### config.mk
export PLATFORM = sky130hd
export DESIGN_NAME = sd_cmd_arbiter
export DESIGN_NICKNAME = d
export VERILOG_FILES = /design/src/rtl/sd_cmd_arb_pkg.sv /design/src/rtl/sd_cmd_arb_pick.sv /design/src/rtl/sd_cmd_arbiter.sv
export SDC_FILE = /design/constraint.sdc
export NUM_CORES = 1
export LEC_CHECK = 0
export ABC_AREA = 1
export CAP_MARGIN = 0
export CORE_ASPECT_RATIO = 1.1
export CORE_MARGIN = 3
export CORE_UTILIZATION = 35
export CTS_CLUSTER_DIAMETER = 30
export DETAILED_ROUTE_END_ITERATION = 7
export PLACE_DENSITY = 0.78
export SKIP_CTS_REPAIR_TIMING = 1
export SYNTH_ARGS = -nofsm -noshare
export SYNTH_HDL_FRONTEND = slang
export SYNTH_SLANG_ARGS = --single-unit
### constraint.sdc
create_clock -name clock -period 1.2 [get_ports clock]
set_input_delay 0.3 -clock clock [delete_from_list [all_inputs] [get_ports clock]]
set_output_delay 0.3 -clock clock [all_outputs]
set_load 0.02 [all_outputs]
### src/rtl/sd_cmd_arb_pkg.sv
// Shared types and constants for the SD command-path arbiter.
// Build option: SD_CMD_ARB_RR_EN selects round-robin instead of fixed B priority.
package sd_cmd_arb_pkg;

    // Widths follow the values in sd_defines.vh of the SD controller.
    localparam int CMD_REG_SIZE  = 14;
    localparam int CMD_TIMEOUT_W = 24;
    localparam int INT_CMD_SIZE  = 5;

    localparam int INT_CMD_CC    = 0;
    localparam int INT_CMD_EI    = 1;
    localparam int INT_CMD_CTE   = 2;
    localparam int INT_CMD_CCRCE = 3;
    localparam int INT_CMD_CIE   = 4;

    localparam logic PORT_A = 1'b0;
    localparam logic PORT_B = 1'b1;

    // Either command-complete or command-timeout ends the owner's transaction.
    localparam logic [INT_CMD_SIZE-1:0] DONE_MASK =
        INT_CMD_SIZE'((1 << INT_CMD_CC) | (1 << INT_CMD_CTE));

    typedef enum logic [1:0] {
        ST_IDLE,
        ST_ISSUE,
        ST_WAIT,
        ST_RELEASE
    } arb_state_e;

    function automatic logic is_done(input logic [INT_CMD_SIZE-1:0] st);
        return |(st & DONE_MASK);
    endfunction

endpackage

### src/rtl/sd_cmd_arb_pick.sv
// Combinational winner selection between the host (A) and auto-command (B) ports.
// Build option: SD_CMD_ARB_RR_EN adds the last-granted input for round-robin.
module sd_cmd_arb_pick
    import sd_cmd_arb_pkg::*;
(
    input  logic req_a,
    input  logic req_b,
`ifdef SD_CMD_ARB_RR_EN
    input  logic last,
`endif
    output logic valid,
    output logic winner
);

    always_comb begin
        valid  = req_a | req_b;
        winner = PORT_A;
        if (req_a && req_b) begin
`ifdef SD_CMD_ARB_RR_EN
            winner = (last == PORT_B) ? PORT_A : PORT_B;
`else
            winner = PORT_B;
`endif
        end else if (req_b) begin
            winner = PORT_B;
        end
    end

endmodule

### src/rtl/sd_cmd_arbiter.sv
// Two-port arbiter in front of the SD command master: grant, start, wait, release.
// Build option: SD_CMD_ARB_RR_EN enables round-robin on simultaneous requests.
module sd_cmd_arbiter
    import sd_cmd_arb_pkg::*;
(
    input  logic                     clock,
    input  logic                     rst,
    input  logic                     clock_posedge,
    input  logic                     req_a,
    input  logic                     req_b,
    input  logic [CMD_REG_SIZE-1:0]  cmd_a,
    input  logic [CMD_REG_SIZE-1:0]  cmd_b,
    input  logic [31:0]              arg_a,
    input  logic [31:0]              arg_b,
    input  logic [CMD_TIMEOUT_W-1:0] tmo_a,
    input  logic [CMD_TIMEOUT_W-1:0] tmo_b,
    output logic                     ack_a,
    output logic                     ack_b,
    output logic                     done_a,
    output logic                     done_b,
    output logic [INT_CMD_SIZE-1:0]  status_a,
    output logic [INT_CMD_SIZE-1:0]  status_b,
    output logic                     owner_o,
    output logic                     mst_start_o,
    output logic [CMD_REG_SIZE-1:0]  mst_command_o,
    output logic [31:0]              mst_argument_o,
    output logic [CMD_TIMEOUT_W-1:0] mst_timeout_o,
    output logic                     mst_int_status_rst_o,
    input  logic [INT_CMD_SIZE-1:0]  mst_int_status_i
);

    arb_state_e state, state_d;
    logic       pick_valid, pick_winner;
    logic       grant, start_d, irst_d, finish;

`ifdef SD_CMD_ARB_RR_EN
    logic last_q;

    sd_cmd_arb_pick u_pick (
        .req_a  (req_a),
        .req_b  (req_b),
        .last   (last_q),
        .valid  (pick_valid),
        .winner (pick_winner)
    );

    always_ff @(posedge clock) begin
        if (!rst)
            last_q <= PORT_B;
        else if (clock_posedge && grant)
            last_q <= pick_winner;
    end
`else
    sd_cmd_arb_pick u_pick (
        .req_a  (req_a),
        .req_b  (req_b),
        .valid  (pick_valid),
        .winner (pick_winner)
    );
`endif

    always_ff @(posedge clock) begin
        if (!rst)
            state <= ST_IDLE;
        else if (clock_posedge)
            state <= state_d;
    end

    always_comb begin
        state_d = state;
        grant   = 1'b0;
        start_d = 1'b0;
        irst_d  = 1'b0;
        finish  = 1'b0;
        case (state)
            ST_IDLE: begin
                if (pick_valid) begin
                    grant   = 1'b1;
                    state_d = ST_ISSUE;
                end
            end
            ST_ISSUE: begin
                start_d = 1'b1;
                state_d = ST_WAIT;
            end
            ST_WAIT: begin
                // Status bits other than CC/CTE are not an end condition.
                if (is_done(mst_int_status_i)) begin
                    finish  = 1'b1;
                    state_d = ST_RELEASE;
                end
            end
            ST_RELEASE: begin
                irst_d  = 1'b1;
                state_d = ST_IDLE;
            end
            default: state_d = ST_IDLE;
        endcase
    end

    // Pulses are re-evaluated every enabled cycle, so each lasts one enable period.
    always_ff @(posedge clock) begin
        if (!rst) begin
            ack_a                <= 1'b0;
            ack_b                <= 1'b0;
            done_a               <= 1'b0;
            done_b               <= 1'b0;
            status_a             <= '0;
            status_b             <= '0;
            owner_o              <= PORT_A;
            mst_start_o          <= 1'b0;
            mst_command_o        <= '0;
            mst_argument_o       <= '0;
            mst_timeout_o        <= '0;
            mst_int_status_rst_o <= 1'b0;
        end else if (clock_posedge) begin
            ack_a                <= grant && (pick_winner == PORT_A);
            ack_b                <= grant && (pick_winner == PORT_B);
            done_a               <= finish && (owner_o == PORT_A);
            done_b               <= finish && (owner_o == PORT_B);
            mst_start_o          <= start_d;
            mst_int_status_rst_o <= irst_d;
            if (grant) begin
                owner_o        <= pick_winner;
                mst_command_o  <= (pick_winner == PORT_B) ? cmd_b : cmd_a;
                mst_argument_o <= (pick_winner == PORT_B) ? arg_b : arg_a;
                mst_timeout_o  <= (pick_winner == PORT_B) ? tmo_b : tmo_a;
            end
            if (finish && owner_o == PORT_A)
                status_a <= mst_int_status_i;
            if (finish && owner_o == PORT_B)
                status_b <= mst_int_status_i;
        end
    end

endmodule

==> results of run 1 <==
[cells by family after synthesis]
logic type | Yosys count
AOI/OAI and AO/OA | 89
adders and majority gates | 5
buffers and inverters | 56
DFF | 89
and+or+nand+nor | 407
[layout by cell type, fill, tap and decap left out, types with 10 or more instances in the layout]
cell type and count:
clkbuf_16 12, dfxtp_1 87, inv_1 10, a21oi_1 13, nand2_1 232, o21ai_1 26
o21ai_0 41, buf_4 34, nor2_1 147, nor2_2 10, clkdlybuf4s50_1 147, clkbuf_2 76
[where the power goes]
group	total (µW)	switching, µW	internal [µW]
Combinational	2410	1280	1130
Clock	3090	1160	1930
Sequential	3370	141	3230
[metrics by stage]
stage	instances	hold WS [ns]
4_1_cts	1038	0.409
5_1_grt	1046	0.434
3_3_place_gp	1022	0.453
3_5_place_dp	1022	0.458
6_report	1046	0.418
2_1_floorplan	646	0.452
[flip-flops by register name, indices dropped and copies added, names as in the netlist]
name                  cells
ack_a                     1
ack_b                     1
done_a                    1
done_b                    1
mst_argument_o           32
mst_command_o            14
mst_int_status_rst_o      1
mst_start_o               1
mst_timeout_o            24
owner_o                   1
state                     2
status_a                  5
status_b                  5
[final cells by class]
class / instances / area, µm² / share of cell area
timing repair buffer: 278 / 2430 / 0.348
multi-input combinational: 501 / 2200 / 0.315
sequential: 89 / 1780 / 0.255
clock buffer: 11 / 253 / 0.0361
tap: 147 / 184 / 0.0263
clock inverter: 5 / 77.6 / 0.0111
inverter: 14 / 57.6 / 0.00823
antenna: 1 / 2.50 / 0.000358
[worst min-delay path by stage]
stage / cells past startpoint / from / to
2_1_floorplan: 2 / clock_posedge / mst_int_status_rst_o$_SDFFE_PN0P_
3_3_place_gp: 2 / done_b$_SDFFE_PN0P_ / done_b$_SDFFE_PN0P_
3_5_place_dp: 2 / done_b$_SDFFE_PN0P_ / done_b$_SDFFE_PN0P_
4_1_cts: 4 / rst / state[1]$_SDFFE_PN0P_
5_1_grt: 4 / rst / status_a[1]$_SDFFE_PN0P_
6_report: 4 / rst / status_a[3]$_SDFFE_PN0P_
[layer usage]
layer  GRT usage  up-vias  routed length [µm]
li1            -     2502                   -
met1       0.237     2109                5800
met2       0.348      148                7190
met3      0.0607       18                1020
met4      0.0734        0                 237
met5           0        -                   0
[worst reg2reg max path: stages, from the launching register on]
cell and delay (ns):
dfxtp_2 0.33, inv_2 0.08, ha_4 0.15, nand2_4 0.05, nor2_4 0.17, buf_4 0.17
clkbuf_16 0.17, o21ai_0 0.08, nor2_1 0.11
==> results by group, run 1 <==
Floorplan
  • FP Rows: 40
  • CORE AREA: 0.0112 mm²
  • Die Y: 119 µm
  • Die area: 0.0130 mm²
  • Initial Util: 0.366
  • Ports: 237
  • Die Wd: 109 µm

Yosys
  • Synth top area share: 0.437
  • Synth Area in Adders: 0.0153
  • Main combinational cell family by area after synthesis: simple AND/OR/NAND/NOR gates
  • Mux cell area share after synthesis: 0
  • Leading area contributor after synthesis: dfxtp_1
  • Synth top cells by count: 235 x nand2_1, 156 x nor2_1, 89 x dfxtp_1, 57 x o21ai_0, 22 x clkbuf_1
  • Mapped cell area: 0.00408 mm²
  • Synthesized net count: 801
  • Post-synth EDFFs: 0
  • Complex-gate fraction of the synthesized area: 0.109
  • Mean area per synthesized cell: 6.32 µm²
  • Synth Register Bits: 89
  • Synth Flop Type: dfxtp_1
  • Gate count after technology mapping: 646
  • Most numerous cell in the Yosys netlist: nand2_1
  • FFs w/ async S/R, synth: 0
  • Synthesis Warnings: 0
  • Synth area leaders: dfxtp_1 44%, nand2_1 22%, nor2_1 14%
  • Sequential fraction of the synthesis area: 0.437
  • Yosys cell types: 17
  • Post-Synth Simple-Gate Area: 0.381
  • XOR/XNOR Fraction of Synth Area: 0

Setup path
  • Crit path from: clock_posedge
  • Cell mode on critical path: nand2_1
  • Buffers & Inverters on Critical Path: 3
  • Endpoint type of the worst setup path: register
  • Worst-path cell chain: clkdlybuf4s50_1 -> buf_4 -> nand2_1 -> a21oi_2 -> buf_12 -> nand3_2 -> nand2_1 -> nor2_1
  • Top delay family on crit path: buffers and inverters
  • Worst EP required: 1.43 ns
  • R2R depth: 8
  • Peak fanout along the critical path: 22
  • Reg2reg start: state[1]$_SDFFE_PN0P_
  • Crit. path cell count: 8
  • Crit path max-delay cell type: clkdlybuf4s50_1
  • Worst Path Arrival: 1.62 ns
  • Critical Path Start Type: input port
  • R2R Setup Slk: -0.18 ns
  • CP Class: input port to register
  • CP Capture Point: status_b[2]$_SDFFE_PN0P_
  • Worst R2R End: mst_command_o[12]$_SDFFE_PN0P_
  • CP max stage delay: between 0.5 and 0.6 ns

STA
  • Fin. max-slew vios: 0
  • Worst-margin pin slew: 0.327 ns
  • Fmax: 721 MHz
  • Fin Setup TNS: -11.04 ns
  • Setup violations, final: 86
  • RSZ-0062 raised after global routing: true
  • Slew Limit Headroom: 0.782
  • Clock Skews: ~0.006 ns
  • Fin crit share: 1.16
  • Fin worst setup slack: -0.187 ns
  • Final hold vios: 0
  • Fin crit period: 1.39 ns

Route
  • DR vias/cell: roughly 4.6
  • Pre-antenna DRT Iters: 4
  • DRT iter0 DRCs: 138
  • Routed WL: 14300 µm
  • Post-detailed-route count of antenna-violating nets: 0
  • Routed len/inst: 13.6 µm
  • DRC Markers: 0
  • Via count: 4777

Place
  • Setup Slack @ Placement: -0.508 ns
  • Routability cong.: between 0.7 and 0.8
  • I/O Buffers: approximately 240
  • Dpl hpwl: 10000 µm
  • Post-DP Area: 0.00683 mm²

GRT
  • Remaining global-route overflow: 0
  • Global-route wire length before repair: 21300 µm
  • Vias in the first global route: 4395
  • Largest net degree at the start of global routing: 47
  • Initial antenna violation count: 1
  • GRT Total Usage: 0.204

Power and ir drop
  • VDD IR max: 0.000835 V
  • Leak: 0.00343 µW
  • PwrDens: 1270 mW/mm²
  • Final Power: roughly 8900 µW

Clock tree
  • Clk sink count: 89
  • Number of H-tree levels: 3
  • CTS max path bufs: 2
  • Num CTS Buffers: 9
  • Clock Latency Late Sink: about 0.34 ns
  • Clk slew on worst S/H paths: 0.07 ns
  • CTS tree: built
  • Root Buffer: clkbuf_16

Layout
  • Fin util: 0.627
  • Layout cells sized above 1: 0.204
  • Area growth, synth to finish: 71.4%
  • Final nets: 1048
  • Post-route cell area: between 0.006 and 0.007 mm²
  • Layout fillers: 1038

Run status
  • Status: finished with violations
  • Failing checks: negative setup slack

Worst hold path
  • Hold WC Path Type: input port to register

Job
  • Number of max-cap violations: 0
Note: power is estimated with default switching activity, not from simulation.
==> run 2: changes to the inputs <==
Settings changed: RECOVER_POWER set to 25, SETUP_SLACK_MARGIN set to 0.02.
==> run 2 against run 1 <==
The flow still finishes with violations (negative setup slack). Hold slack hardly changed. Die area unchanged. Via count is 0.61% higher. Clock power is essentially flat. Cell area grew 0.63%. Global-route usage unchanged. First-iteration DRC count decreased by 2.9%. Sequential power barely moved. Final cell count unchanged. Sequential share of layout area down 0.11 points. Setup slack better by 0.0053 ns.
==> results by group, run 2 (synthesis results as in run 1) <==
Floorplan
  • Die Y: 119 µm (unchanged)
  • Ports: 237 (unchanged)
  • Initial Util: 0.366 (unchanged)
  • CORE AREA: 0.0112 mm² (unchanged)
  • Die area: 0.0130 mm² (unchanged)
  • Die Wd: 109 µm (unchanged)
  • FP Rows: 40 (unchanged)

Setup path
  • Peak fanout along the critical path: 19 (-14%)
  • Reg2reg start: state[1]$_SDFFE_PN0P_
  • Endpoint type of the worst setup path: register
  • Critical Path Start Type: register
  • R2R Setup Slk: -0.18 ns (about the same)
  • R2R depth: 8 (unchanged)
  • Worst R2R End: mst_timeout_o[15]$_SDFFE_PN0P_
  • CP Class: register to register
  • Worst EP required: 1.48 ns (+0.05 ns)
  • Worst Path Arrival: 1.66 ns (+0.04 ns)

GRT
  • Initial antenna violation count: 1 (unchanged)
  • Global-route wire length before repair: 21300 µm (unchanged)
  • Remaining global-route overflow: 0 (unchanged)
  • Vias in the first global route: 4395 (unchanged)
  • GRT Total Usage: 0.204 (unchanged)
  • Largest net degree at the start of global routing: 47 (unchanged)

STA
  • Fin crit period: 1.38 ns (-0.00527 ns)
  • Clock Skews: 0.00717 ns (+0.00102 ns)
  • Final hold vios: 0 (unchanged)
  • Fin worst setup slack: -0.181 ns (+0.00527 ns)
  • Setup violations, final: 85 (-1.2%)
  • Fin crit share: 1.15 (-0.00439)
  • Hold Worst Slack: 0.418 ns (-0.000224 ns)
  • Fin. max-slew vios: 0 (unchanged)
  • Slew Limit Headroom: 0.778 (-0.00363)
  • RSZ-0062 raised after global routing: true
  • Worst-margin pin slew: 0.332 ns (+0.00544 ns)
  • Fmax: 724 MHz (+0.38%)

Worst hold path
  • Hold EP: status_a[3]$_SDFFE_PN0P_
  • Hold Path Stages: 4 (unchanged)
  • Min-delay src: rst
  • Hold WC Path Type: input port to register

Route
  • Met3 WL post-DR: 1070 µm (+4.2%)
  • DRC Markers: 0 (unchanged)
  • Highest routed layer: met4
  • Routed len/inst: 13.6 µm (about the same)
  • DRT iter0 DRCs: 134 (-2.9%)
  • Pre-antenna DRT Iters: 4 (unchanged)
  • DR vias/cell: 4.59 (+0.61%)
  • Post-detailed-route count of antenna-violating nets: 0 (unchanged)
  • Wire length on met2: 7200 µm (about the same)
  • Routed WL: 14300 µm (about the same)
  • Via count: 4806 (+0.61%)
  • Met1 wire length: 5720 µm (-1.5%)

Power and ir drop
  • Switch Pwr: 2580 µW (+0.28%)
  • Internal: 6320 µW (+0.47%)
  • Final Power: 8910 µW (+0.42%)
  • Comb pwr share: 0.273 (+0.002)
  • Switching Share: 0.290 (-0.000395)
  • VDD IR max: 0.000839 V (+0.39%)
  • Clock power share: 0.348 (about the same)
  • PwrDens: 1270 mW/mm² (-0.21%)
  • Sequential share of power: 0.379 (about the same)
  • Leak: 0.00346 µW (+0.73%)

Layout
  • Layout fillers: 1038 (unchanged)
  • Top flop regs: mst_argument_o: 32 flops, mst_timeout_o: 24 flops, mst_command_o: 14 flops
  • Post-route insts no fill: 1046 (unchanged)
  • Commonest non-fill, non-tap cells in the layout: 232 x nand2_1, 147 x nor2_1, 147 x clkdlybuf4s50_1, 84 x dfxtp_1, 51 x buf_4
  • Layout cells sized above 1: 0.207 (+0.00334)
  • Most flops, register: mst_argument_o
  • Area growth, synth to finish: 72.5%
  • Final nets: 1048 (unchanged)
  • Largest register FFs: 32 (unchanged)
  • Post-route cell area: 0.00704 mm² (+0.63%)
  • Commonest non-fill, non-tap cell in the layout: nand2_1

Job
  • Number of max-cap violations: 0 (unchanged)

Clock tree
  • Clock Latency Late Sink: 0.34 ns (about the same)
  • Root Buffer: clkbuf_16
  • Clk sink count: 89 (unchanged)
  • CTS tree: built
  • Number of H-tree levels: 3 (unchanged)
  • CTS max path bufs: 2 (unchanged)
  • Clk slew on worst S/H paths: 0.07 ns (about the same)
  • Num CTS Buffers: 9 (unchanged)

Place
  • Post-DP Area: 0.00683 mm² (unchanged)
  • Routability cong.: 0.790 (unchanged)
  • Dpl hpwl: 10000 µm (unchanged)
  • Inst Count DP: 1022 (unchanged)
  • I/O Buffers: 236 (unchanged)

Run status
  • Failing checks: negative setup slack
  • Status: finished with violations
## run 2: changes by cell type in the layout (fill, tap and decap cells not counted)
cell and delta:
clkbuf_2 -32, buf_4 +17, buf_2 +16, dfxtp_1 -3, dfxtp_2 +3, clkbuf_4 -1
## run 2: worst max path at each step
stage,startpoint,end,slack [ns]
6_report,state[1]$_SDFFE_PN0P_,mst_timeout_o[15]$_SDFFE_PN0P_,-0.18
5_1_grt,state[1]$_SDFFE_PN0P_,mst_command_o[8]$_SDFFE_PN0P_,-0.24
4_1_cts,mst_argument_o[29]$_SDFFE_PN0P_,mst_argument_o[29],-0.44
3_5_place_dp,clock_posedge,mst_command_o[9]$_SDFFE_PN0P_,-0.51
3_3_place_gp,clock_posedge,mst_timeout_o[21]$_SDFFE_PN0P_,-0.43
2_1_floorplan,state[1]$_SDFFE_PN0P_,mst_argument_o[0]$_SDFFE_PN0P_,-0.03
## run 2: metrics by stage
stage | setup TNS [ns] | util | worst slack [ns]
after floorplan | -2.04 | - | -0.0297
after global placement | -35.54 | 0.612 | -0.435
after detailed placement | -38.95 | 0.612 | -0.508
after CTS | -44.72 | 0.642 | -0.441
after global routing | -17.48 | 0.631 | -0.243
final | -11.30 | 0.631 | -0.181
## run 2: per-layer routing
metal | GRT usage | up-vias
li1 | - | 2503
met3 | 0.0607 | 21
met2 | 0.348 | 155
met5 | 0 | -
met1 | 0.237 | 2127
met4 | 0.0734 | 0
## run 2: final cells by class
cell class | count | area [µm²] | share of cell area
repair buffers | 278 | 2470 | 0.352
clock inverters | 5 | 77.6 | 0.0110
well taps | 147 | 184 | 0.0261
multi-input cells | 501 | 2200 | 0.313
flip-flops and latches | 89 | 1790 | 0.254
clock buffers | 11 | 253 | 0.0359
diodes | 1 | 2.50 | 0.000355
inverters | 14 | 57.6 | 0.00817
## run 2: power by group through the flow
stage | Clock [µW] | Combinational (µW) | Sequential [µW]
5_1_grt | 3250 | 2650 | 3410
6_report | 3100 | 2430 | 3370
3_5_place_dp | 0 | 2470 | 3420
4_1_cts | 3130 | 2480 | 3370
2_1_floorplan | 0 | 808 | 3750
3_3_place_gp | 0 | 2440 | 3420
## run 2: worst max-delay path, stage by stage (launching register included)
cell,delay (ns)
dfxtp_2,0.33
inv_2,0.08
ha_4,0.15
nand2_4,0.05
nor2_4,0.17
buf_4,0.17
clkbuf_16,0.17
o21ai_0,0.09
nor2_1,0.09
